--- config.mk ---
export PLATFORM = sky130hd
export DESIGN_NAME = i2c_codec_responder
export DESIGN_NICKNAME = d
export VERILOG_FILES = /design/src/rtl/i2c_resp_pkg.sv /design/src/rtl/i2c_bus_sync.sv /design/src/rtl/i2c_codec_responder.sv
export SDC_FILE = /design/constraint.sdc
export NUM_CORES = 1
export LEC_CHECK = 0
export BUFFER_PORTS_ARGS = -buffer_cell sky130_fd_sc_hd__buf_2
export CAP_MARGIN = 20
export CORE_MARGIN = 5
export CORE_UTILIZATION = 40
export CTS_BUF_LIST = sky130_fd_sc_hd__clkbuf_8
export CTS_CLUSTER_SIZE = 24
export DETAILED_ROUTE_END_ITERATION = 10
export GPL_TIMING_DRIVEN = 0
export PLACE_DENSITY = 0.69
export REMOVE_ABC_BUFFERS = 1
export SYNTH_ARGS = -nofsm -noshare
export SYNTH_HDL_FRONTEND = slang
export SYNTH_HIERARCHICAL = 1
export SYNTH_SLANG_ARGS = --single-unit
--- constraint.sdc ---
create_clock -name i_clk -period 3.7 [get_ports i_clk]
set_input_delay 0.185 -clock i_clk [delete_from_list [all_inputs] [get_ports i_clk]]
set_output_delay 0.185 -clock i_clk [all_outputs]
set_load 0.1 [all_outputs]
--- src/rtl/i2c_resp_pkg.sv ---
// Shared types and constants for the WM8731-style I2C write responder.
package i2c_resp_pkg;

  localparam int ADDR_BITS = 7;
  localparam int DATA_BITS = 9;
  localparam logic [ADDR_BITS-1:0] CODEC_RESET_REG = 7'h0F;

  typedef enum logic [3:0] {
    IDLE,
    ADDR,
    ACK_A,
    HI,
    ACK_H,
    LO,
    ACK_L,
    DONE,
    IGNORE
  } state_t;

  // Byte phase that follows each ACK slot.
  function automatic state_t next_after_ack(input state_t s);
    case (s)
      ACK_A:   return HI;
      ACK_H:   return LO;
      default: return DONE;
    endcase
  endfunction

endpackage

--- src/rtl/i2c_bus_sync.sv ---
// Synchronizes SCL/SDA into the system clock and flags SCL edges plus START/STOP.
module i2c_bus_sync #(
  parameter int SYNC_STAGES = 2
) (
  input  logic i_clk,
  input  logic i_rst_n,
  input  logic i_scl,
  input  logic i_sda,
  output logic o_sda,
  output logic o_scl_rise,
  output logic o_scl_fall,
  output logic o_start,
  output logic o_stop
);

  logic [SYNC_STAGES-1:0] scl_sync_reg;
  logic [SYNC_STAGES-1:0] sda_sync_reg;
  logic                   scl_prev_reg;
  logic                   sda_prev_reg;
  logic                   scl_s;
  logic                   sda_s;
  logic                   scl_stable_high;

  // Reset to 1 so a released bus does not look like a START after reset.
  always_ff @(posedge i_clk or negedge i_rst_n) begin
    if (!i_rst_n) begin
      scl_sync_reg <= '1;
      sda_sync_reg <= '1;
      scl_prev_reg <= 1'b1;
      sda_prev_reg <= 1'b1;
    end else begin
      scl_sync_reg <= {scl_sync_reg[SYNC_STAGES-2:0], i_scl};
      sda_sync_reg <= {sda_sync_reg[SYNC_STAGES-2:0], i_sda};
      scl_prev_reg <= scl_s;
      sda_prev_reg <= sda_s;
    end
  end

  assign scl_s = scl_sync_reg[SYNC_STAGES-1];
  assign sda_s = sda_sync_reg[SYNC_STAGES-1];

  // An SCL edge in the same cycle as an SDA edge counts as SCL low.
  assign scl_stable_high = scl_s & scl_prev_reg;

  assign o_sda      = sda_s;
  assign o_scl_rise = scl_s & ~scl_prev_reg;
  assign o_scl_fall = ~scl_s & scl_prev_reg;
  assign o_start    = ~sda_s & sda_prev_reg & scl_stable_high;
  assign o_stop     = sda_s & ~sda_prev_reg & scl_stable_high;

endmodule

--- src/rtl/i2c_codec_responder.sv ---
// WM8731 control-port responder: ACKs 3-byte write frames and emits register writes.
// Optional shadow register file enabled by defining I2C_RESP_SHADOW_EN.
module i2c_codec_responder
  import i2c_resp_pkg::*;
#(
  parameter logic [6:0] DEV_ADDR    = 7'h1A,
  parameter int         SYNC_STAGES = 2
) (
  input  logic                 i_clk,
  input  logic                 i_rst_n,
  input  logic                 i_scl,
  input  logic                 i_sda,
  output logic                 o_sda_oe,
  output logic                 o_wr_valid,
  output logic [ADDR_BITS-1:0] o_wr_addr,
  output logic [DATA_BITS-1:0] o_wr_data,
  output logic                 o_nack,
  output logic                 o_busy,
  input  logic [ADDR_BITS-1:0] i_rd_addr,
  output logic [DATA_BITS-1:0] o_rd_data
);

  logic sda_s, scl_rise, scl_fall, bus_start, bus_stop;

  i2c_bus_sync #(.SYNC_STAGES(SYNC_STAGES)) u_bus_sync (
    .i_clk      (i_clk),
    .i_rst_n    (i_rst_n),
    .i_scl      (i_scl),
    .i_sda      (i_sda),
    .o_sda      (sda_s),
    .o_scl_rise (scl_rise),
    .o_scl_fall (scl_fall),
    .o_start    (bus_start),
    .o_stop     (bus_stop)
  );

  state_t                 state_reg, state_next;
  logic [2:0]             bit_cnt_reg, bit_cnt_next;
  logic [7:0]             shift_reg, shift_next;
  logic [7:0]             hi_reg, hi_next;
  logic                   sda_oe_reg, sda_oe_next;
  logic                   wr_valid_reg, wr_valid_next;
  logic                   nack_reg, nack_next;
  logic                   busy_reg, busy_next;
  logic [ADDR_BITS-1:0]   wr_addr_reg, wr_addr_next;
  logic [DATA_BITS-1:0]   wr_data_reg, wr_data_next;
  logic [7:0]             byte_in;

  always_ff @(posedge i_clk or negedge i_rst_n) begin
    if (!i_rst_n) begin
      state_reg    <= IDLE;
      bit_cnt_reg  <= '0;
      shift_reg    <= '0;
      hi_reg       <= '0;
      sda_oe_reg   <= 1'b0;
      wr_valid_reg <= 1'b0;
      nack_reg     <= 1'b0;
      busy_reg     <= 1'b0;
      wr_addr_reg  <= '0;
      wr_data_reg  <= '0;
    end else begin
      state_reg    <= state_next;
      bit_cnt_reg  <= bit_cnt_next;
      shift_reg    <= shift_next;
      hi_reg       <= hi_next;
      sda_oe_reg   <= sda_oe_next;
      wr_valid_reg <= wr_valid_next;
      nack_reg     <= nack_next;
      busy_reg     <= busy_next;
      wr_addr_reg  <= wr_addr_next;
      wr_data_reg  <= wr_data_next;
    end
  end

  always_comb begin
    state_next    = state_reg;
    bit_cnt_next  = bit_cnt_reg;
    shift_next    = shift_reg;
    hi_next       = hi_reg;
    sda_oe_next   = sda_oe_reg;
    wr_valid_next = 1'b0;
    nack_next     = 1'b0;
    busy_next     = busy_reg;
    wr_addr_next  = wr_addr_reg;
    wr_data_next  = wr_data_reg;
    byte_in       = {shift_reg[6:0], sda_s};

    if (bus_start) begin
      state_next   = ADDR;
      bit_cnt_next = '0;
      shift_next   = '0;
      sda_oe_next  = 1'b0;
      busy_next    = 1'b1;
    end else if (bus_stop) begin
      state_next  = IDLE;
      sda_oe_next = 1'b0;
      busy_next   = 1'b0;
    end else begin
      case (state_reg)
        ADDR, HI, LO: begin
          if (scl_rise) begin
            shift_next   = byte_in;
            bit_cnt_next = bit_cnt_reg + 3'd1;
            if (bit_cnt_reg == 3'd7) begin
              case (state_reg)
                ADDR: begin
                  if (byte_in == {DEV_ADDR, 1'b0}) begin
                    state_next = ACK_A;
                  end else begin
                    nack_next  = 1'b1;
                    state_next = IGNORE;
                  end
                end
                HI: begin
                  hi_next    = byte_in;
                  state_next = ACK_H;
                end
                default: state_next = ACK_L;
              endcase
            end
          end
        end
        // First fall pulls SDA low for the ACK slot, the second releases it.
        ACK_A, ACK_H, ACK_L: begin
          if (scl_fall) begin
            if (!sda_oe_reg) begin
              sda_oe_next = 1'b1;
            end else begin
              sda_oe_next  = 1'b0;
              bit_cnt_next = '0;
              state_next   = next_after_ack(state_reg);
              if (state_reg == ACK_L) begin
                wr_addr_next  = hi_reg[7:1];
                wr_data_next  = {hi_reg[0], shift_reg};
                wr_valid_next = 1'b1;
              end
            end
          end
        end
        default: ;
      endcase
    end
  end

`ifdef I2C_RESP_SHADOW_EN
  logic [DATA_BITS-1:0] shadow_q [16];
  logic                 codec_reset;

  assign codec_reset = wr_valid_reg && (wr_addr_reg == CODEC_RESET_REG);

  for (genvar gi = 0; gi < 16; gi++) begin : g_shadow
    logic [DATA_BITS-1:0] entry_reg;

    always_ff @(posedge i_clk or negedge i_rst_n) begin
      if (!i_rst_n) begin
        entry_reg <= '0;
      end else if (codec_reset) begin
        entry_reg <= '0;
      end else if (wr_valid_reg && (wr_addr_reg[3:0] == 4'(gi))) begin
        entry_reg <= wr_data_reg;
      end
    end

    assign shadow_q[gi] = entry_reg;
  end
`else
  logic unused_rd_addr;
  assign unused_rd_addr = ^i_rd_addr;
`endif

  always_comb begin
    o_sda_oe   = sda_oe_reg;
    o_wr_valid = wr_valid_reg;
    o_wr_addr  = wr_addr_reg;
    o_wr_data  = wr_data_reg;
    o_nack     = nack_reg;
    o_busy     = busy_reg;
`ifdef I2C_RESP_SHADOW_EN
    o_rd_data  = (i_rd_addr[6:4] == 3'd0) ? shadow_q[i_rd_addr[3:0]] : '0;
`else
    o_rd_data  = '0;
`endif
  end

endmodule

Yosys cells after proc, flatten, opt, wreduce, memory -nomap -nowiden
Index checks and enable logic that the tools add are counted.
{"block": "word_totals", "inputBits": 11, "mem_count": 0, "reg_bits": 49, "rom_bits": 0, "latchBits": 0, "mem_bits_rw": 0, "out_inout_bits": 29, "elab_cells": 99}
{"block": "classes", "bitwise_logic": 13, "n_shift": 0, "eq_ne": 16, "n_div": 0, "multipliers": 0, "reduce_logical": 15, "n_mux": 40, "order_cmp": 0, "addsub": 1}
{"cell": "two-way mux 8 bit", "n": 4}
{"cell": "two-way mux 4 bit", "n": 7}
{"cell": "two-way mux 1 bit", "n": 20}
{"cell": "inequality test 4 bit, second input constant", "n": 4}
{"cell": "one-hot mux 4 bit (2 select lines)", "n": 2}
{"cell": "two-way mux 3 bit", "n": 5}
{"cell": "== test 4 x 3 -> 1 bit, second input constant", "n": 3}
{"cell": "one-hot mux 3 bit (2 select lines)", "n": 2}
{"cell": "AND reduction 6 bit", "n": 2}
{"cell": "AND reduction 5 bit", "n": 2}
{"cell": "inequality test 3 bit, second input constant", "n": 3}
{"cell": "nonzero test 3 bit", "n": 3}
{"cell": "== test 4 x 2 -> 1 bit, second input constant", "n": 2}
{"cell": "== test 8 x 6 -> 1 bit, second input constant", "n": 1}
{"cell": "bitwise AND 1 bit", "n": 7}
{"cell": "NOT 1 bit", "n": 6}
{"cell": "nonzero test 2 bit", "n": 3}
{"cell": "OR reduction 3 bit", "n": 2}
{"cell": "== test 4 x 1 -> 1 bit, second input constant", "n": 1}
{"cell": "nonzero test 4 bit", "n": 1}
{"cell": "adder 3 x 1 -> 3 bit, second input constant", "n": 1}
{"cell": "== test 3 bit, second input constant", "n": 1}
{"cell": "AND reduction 3 bit", "n": 1}
{"cell": "inequality test 2 bit, second input constant", "n": 1}
{"cell": "AND reduction 2 bit", "n": 1}

Logic depth before layout (Yosys ltp)
{"block": "logic_depth", "depth_word": 8, "mapped_depth": 7, "mapped_depth_nobuf": 5}

Hierarchy
Netlist, hierarchy kept.
{"mod": "i2c_codec_responder", "seq_area_each_um2": 1076.0, "n_inst": 1, "cells_each": 147, "area_per_inst_um2": 1945.6}
{"mod": "i2c_bus_sync", "seq_area_each_um2": 157.7, "n_inst": 1, "cells_each": 10, "area_per_inst_um2": 190.2}

Worst setup path after synthesis
No wires, ideal clock.
{"block": "synth_path", "kind": "reg2reg", "startpoint": "register sda_oe_reg, in the netlist o_sda_oe", "endpoint": "register wr_addr_reg[4], in the netlist o_wr_addr[4]", "n_path_buf": 1, "path_slack_ps": 1540, "t_required_ps": 3575, "arrival_ps": 2035, "setup_ps": 125, "period_less_slack_ps": 2160, "path_stages_with_launch": 5, "cell_sequence": "dfrtp_1 -> nand2_1 -> nor3_4 -> buf_6 -> mux2_2"}
{"block": "synth_via", "elab_chain_cells": 1}
{"element": "start: declaration", "line_no": "i2c_codec_responder.sv:41", "rtl": "logic sda_oe_reg, sda_oe_next;"}
{"element": "start signal: assignment", "line_no": "i2c_codec_responder.sv:66", "rtl": "sda_oe_reg <= sda_oe_next;"}
{"element": "AND reduction 6 bit (no line)"}
{"element": "end signal: assignment", "line_no": "i2c_codec_responder.sv:70", "rtl": "wr_addr_reg <= wr_addr_next;"}
{"element": "end: declaration", "line_no": "i2c_codec_responder.sv:45", "rtl": "logic [ADDR_BITS-1:0] wr_addr_reg, wr_addr_next;"}
Every way passes these cells.
A chain may end at the register's enable or synchronous reset.

Worst setup path after layout
{"block": "layout_path", "startpoint": "register u_bus_sync.sda_sync_reg[1]", "endpoint": "register wr_data_reg[1], in the netlist o_wr_data[1]"}
{"block": "layout_via", "elab_chain_cells": 5, "elab_cells_between_ends": 8, "classes_between": "bitwise: 7; reduce/logical: 1"}
{"element": "start: declaration", "line_no": "i2c_bus_sync.sv:17", "rtl": "logic [SYNC_STAGES-1:0] sda_sync_reg;"}
{"element": "start signal: assignment", "line_no": "i2c_bus_sync.sv:33", "rtl": "sda_sync_reg <= {sda_sync_reg[SYNC_STAGES-2:0], i_sda};"}
{"element": "NOT 1 bit", "line_no": "i2c_bus_sync.sv:48", "rtl": "assign o_start = ~sda_s & sda_prev_reg & scl_stable_high;"}
{"element": "bitwise AND 1 bit (2 in a row)", "line_no": "i2c_bus_sync.sv:48"}
{"element": "named net bus_start", "line_no": "i2c_codec_responder.sv:23", "rtl": "logic sda_s, scl_rise, scl_fall, bus_start, bus_stop;"}
{"element": "NOT 1 bit (no line)"}
{"element": "AND reduction 6 bit (no line)"}
{"element": "end signal: assignment", "line_no": "i2c_codec_responder.sv:71", "rtl": "wr_data_reg <= wr_data_next;"}
{"element": "end: declaration", "line_no": "i2c_codec_responder.sv:46", "rtl": "logic [DATA_BITS-1:0] wr_data_reg, wr_data_next;"}
The timed path passes the listed nets, and every way through them passes these cells.

==> impl_metrics.toml <==
[synthesis]
synth.yosys.seq_area_share_pct = 57.76
synth-seq-cells = 49
syn-instance-count = 157
post_synth_num_cell_types = 41
area_of_the_mapped_netlist_um2 = 2136
yosysWarningCount = 6
syn-mean-instance-area_um2 = 13.60

[power_and_ir_drop]
power.share.combinational_pct = 13.9
net-switching-power_w = 0.0003162
pwr_density_cell_nw_per_um2 = 480.3
power.share.sequential_pct = 53.0
power.share.clock_pct = 33.1
power_switching_share_pct = 27.23
internal-power_w = 0.0008449
leakagePower_nw = 1.231
peak_supply_drop_mv = 0.3244

[sta]
fin_tns_setup_ns = 0
final-max-slew-violation-count = 0
post-route-period-util_pct = 69.54
finalSetupViolCount = 0
slew-limit-headroom_pct = 44.28
min_cycle_time_layout_ns = 2.573
finalClockSkew_ns = 0.008670
measured_slew_at_the_worst_slew_check_pin_ns = 0.8331
clock.fmax_mhz = 388.6
final_hold_viol_count = 0
rsz0062_at_grt = "false"

[clocking]
path_clk_slew_ns = 0.08
post_cts_buffers = 0
hold_buffers = 2
cts_max_path_buffers = 2
numCtsBuffers = 5
clk_root_buffer_cell = "sky130_fd_sc_hd__clkbuf_8"
cts_tree = "built"
insertion_delay_ns = 0.29
cts.repair.resized = 0
cts.sinks = 49
cts_htree_levels = 2

[routing]
detail_route.wirelength_mm = 3.455
via_density = 4.772
drtIter0Drc = 44
remaining_drc_errors = 0
wl_per_cell_um = 13.60
via_count = 1212
drt_first_pass_iters = 4
drt.antenna.violating_nets = 0

[die]
core_area_um2 = 5140
die-height_um = 83.07
initial_core_util_pct = 41.55
std_cell_rows = 26
dieArea_um2 = 6901
boundaryPins = 40
die_w_um = 83.07

[final_layout]
largest_register_ff_count = 9
antenna_cells_inserted = 0
layout.cells.most_common = "sky130_fd_sc_hd__dfrtp_1"
layout.cells.non_filler = 254
drive_gt1_share_pct = 34.78
area_delta_synth_final_pct = 13.18
final_area_um2 = 2417
mostFrequentLayoutCells = "sky130_fd_sc_hd__dfrtp_1 (43), sky130_fd_sc_hd__buf_2 (23), sky130_fd_sc_hd__mux2_2 (16), sky130_fd_sc_hd__nor2_1 (11), sky130_fd_sc_hd__conb_1 (9)"
net_count_reported_at_finish = 196

[global_route]
first_global_vias = 1199
grt_antenna_before_repair = 0
grt_pass1_wl_mm = 5.982
gr-usage-all-layers_pct = 10.59
global_route.overflow_total = 0
grt_max_degree = 50

[place]
dp.final_hpwl_mm = 2.282
gp_routability_congestion = 0.8413
portBuffers = 23
placed_cells = 242
placed_area_um2 = 2243

[min_path]
worst_hold_path.endpoint = "u_bus_sync/scl_sync_reg[1]$_DFF_PN1_"
worst_hold_startpoint = "u_bus_sync/scl_sync_reg[0]$_DFF_PN1_"
min_delay_path_depth = 0
holdCritPathClass = "register to register"

[status]
status = "complete, no violations"

[worst_setup_path]
critPathMaxStageDelay_ns = 0.67
timing.rr.start = "u_bus_sync/sda_sync_reg[1]$_DFF_PN1_"
cp_data_required_time_ns = 3.88
crit_cells = 5
worst_setup_path_start_kind = "register"
worst_path_dominant_cell_family = "simple AND/OR/NAND/NOR gates"
crit_buf_inv = 0
timing_worst_setup_path_type = "register to register"
worst_reg2reg_path_depth = 5
setup.reg_to_reg.worst_slack_ns = 1.13
critical_path.max_fanout = 20
regToRegEndpoint = "o_wr_data[1]$_DFFE_PN0P_"
crit_path_cell_trace = "and4b_1, nor2_1, nand2_1, nor3_4, mux2_2"
worst_ep_arrival_time_ns = 2.75
slowest_stage = "sky130_fd_sc_hd__nor3_4"
timing.critical_path.to_type = "register"

[run]
maxCapViolations = 0
## kinds of logic after synthesis
logic type,Yosys count,synth area share [%]
other,1,0.1756
AND/OR/NAND/NOR,38,10.37
adder cells (fa/ha/maj),2,1.171
flip-flops,49,57.76
buffers and inverters,17,6.033
AO/OA/AOI/OAI,17,6.269
XOR/XNOR,1,0.4102
multiplexers,32,17.81
## worst register-to-register path, cell delays in order, from the launching register on
cell and delay (ns):
sky130_fd_sc_hd__dfstp_2 0.58, sky130_fd_sc_hd__and4b_1 0.43, sky130_fd_sc_hd__nor2_1 0.23, sky130_fd_sc_hd__nand2_1 0.14, sky130_fd_sc_hd__nor3_4 0.67, sky130_fd_sc_hd__mux2_2 0.42
## worst max path at each step
stage | end | from | slack, ns
4_1_cts | o_wr_data[1]$_DFFE_PN0P_ | u_bus_sync/sda_sync_reg[1]$_DFF_PN1_ | 1.06
3_5_place_dp | o_wr_data[1]$_DFFE_PN0P_ | u_bus_sync/sda_sync_reg[1]$_DFF_PN1_ | 1.06
5_1_grt | o_wr_data[4]$_DFFE_PN0P_ | u_bus_sync/sda_sync_reg[1]$_DFF_PN1_ | 0.88
6_report | o_wr_data[1]$_DFFE_PN0P_ | u_bus_sync/sda_sync_reg[1]$_DFF_PN1_ | 1.13
3_3_place_gp | o_wr_data[1]$_DFFE_PN0P_ | u_bus_sync/sda_sync_reg[1]$_DFF_PN1_ | 1.11
2_1_floorplan | o_wr_addr[0]$_DFFE_PN0P_ | o_sda_oe$_DFFE_PN0P_ | 1.48
## through the flow
| step | utilization (%) | setup slack (ns) | total power (W) | hold WS [ns] |
|---|---|---|---|---|
| final | 47.03 | 1.127 | 0.001161 | 0.3598 |
| after global routing | 47.03 | 0.8755 | 0.001214 | 0.3527 |
| after CTS | 46.30 | 1.057 | 0.001169 | 0.1149 |
| after detailed placement | 43.65 | 1.061 | 0.0007832 | 0.2917 |
| after global placement | 43.65 | 1.106 | 0.0007765 | 0.2903 |
| after floorplan | - | 1.478 | 0.0007435 | -0.1106 |
## layer usage
| layer | wire length (um) | vias up | global-route usage (%) | part of all wire [%] |
|---|---|---|---|---|
| met2 | 1537 | 25 | 16.25 | 44 |
| met4 | 39 | 0 | 3.120 | 1.1 |
| met3 | 162 | 8 | 3.564 | 4.7 |
| met5 | 0 | - | 0 | 0 |
| met1 | 1716 | 589 | 14.22 | 50 |
| li1 | - | 590 | - | - |
## cell type report
type | instances | area, um^2
clock buffers | 6 | 82.58
clock inverters | 2 | 33.78
fillers | 490 | 2723
inverters | 1 | 3.754
multi-input cells | 99 | 803.3
flip-flops and latches | 49 | 1234
well taps | 70 | 87.58
repair buffers | 27 | 172.7
## cells in the mapped netlist (all sizes together)
library cell / number / area [um^2]
dfrtp: 43 / 1076
mux2: 24 / 300.3
buf: 15 / 121.4
nor2: 11 / 41.29
mux2i: 8 / 80.08
nand2: 7 / 26.28
dfstp: 6 / 157.7
nand2b: 4 / 25.02
nor3: 4 / 31.28
a21oi: 3 / 15.01
nor2b: 3 / 26.27
o2bb2ai: 3 / 26.28
a21boi: 2 / 15.02
and4b: 2 / 20.02
ha: 2 / 25.02
a2111oi: 1 / 8.760
a21o: 1 / 7.510
a41oi: 1 / 8.760
and4: 1 / 8.760
clkbuf: 1 / 3.750
conb: 1 / 3.750
inv: 1 / 3.750
nand3: 1 / 5.000
nand4: 1 / 6.260
nor4: 1 / 6.260
nor4b: 1 / 8.760
o2111ai: 1 / 8.760
o211ai: 1 / 7.510
o21a: 1 / 7.510
o21ai: 1 / 5.000
o21bai: 1 / 7.510
o41ai: 1 / 16.27
or3: 1 / 6.260
or4b: 1 / 10.01
xor2: 1 / 8.760
## power groups by stage
stage / logic, W / clock network [W] / registers, W
after global routing: 0.000176 / 0.000418 / 0.000621
after CTS: 0.000160 / 0.000393 / 0.000615
after floorplan: 0.000111 / 0 / 0.000632
after detailed placement: 0.000158 / 0 / 0.000625
final: 0.000162 / 0.000384 / 0.000615
after global placement: 0.000153 / 0 / 0.000624
Power figures use the tool's default switching activity.
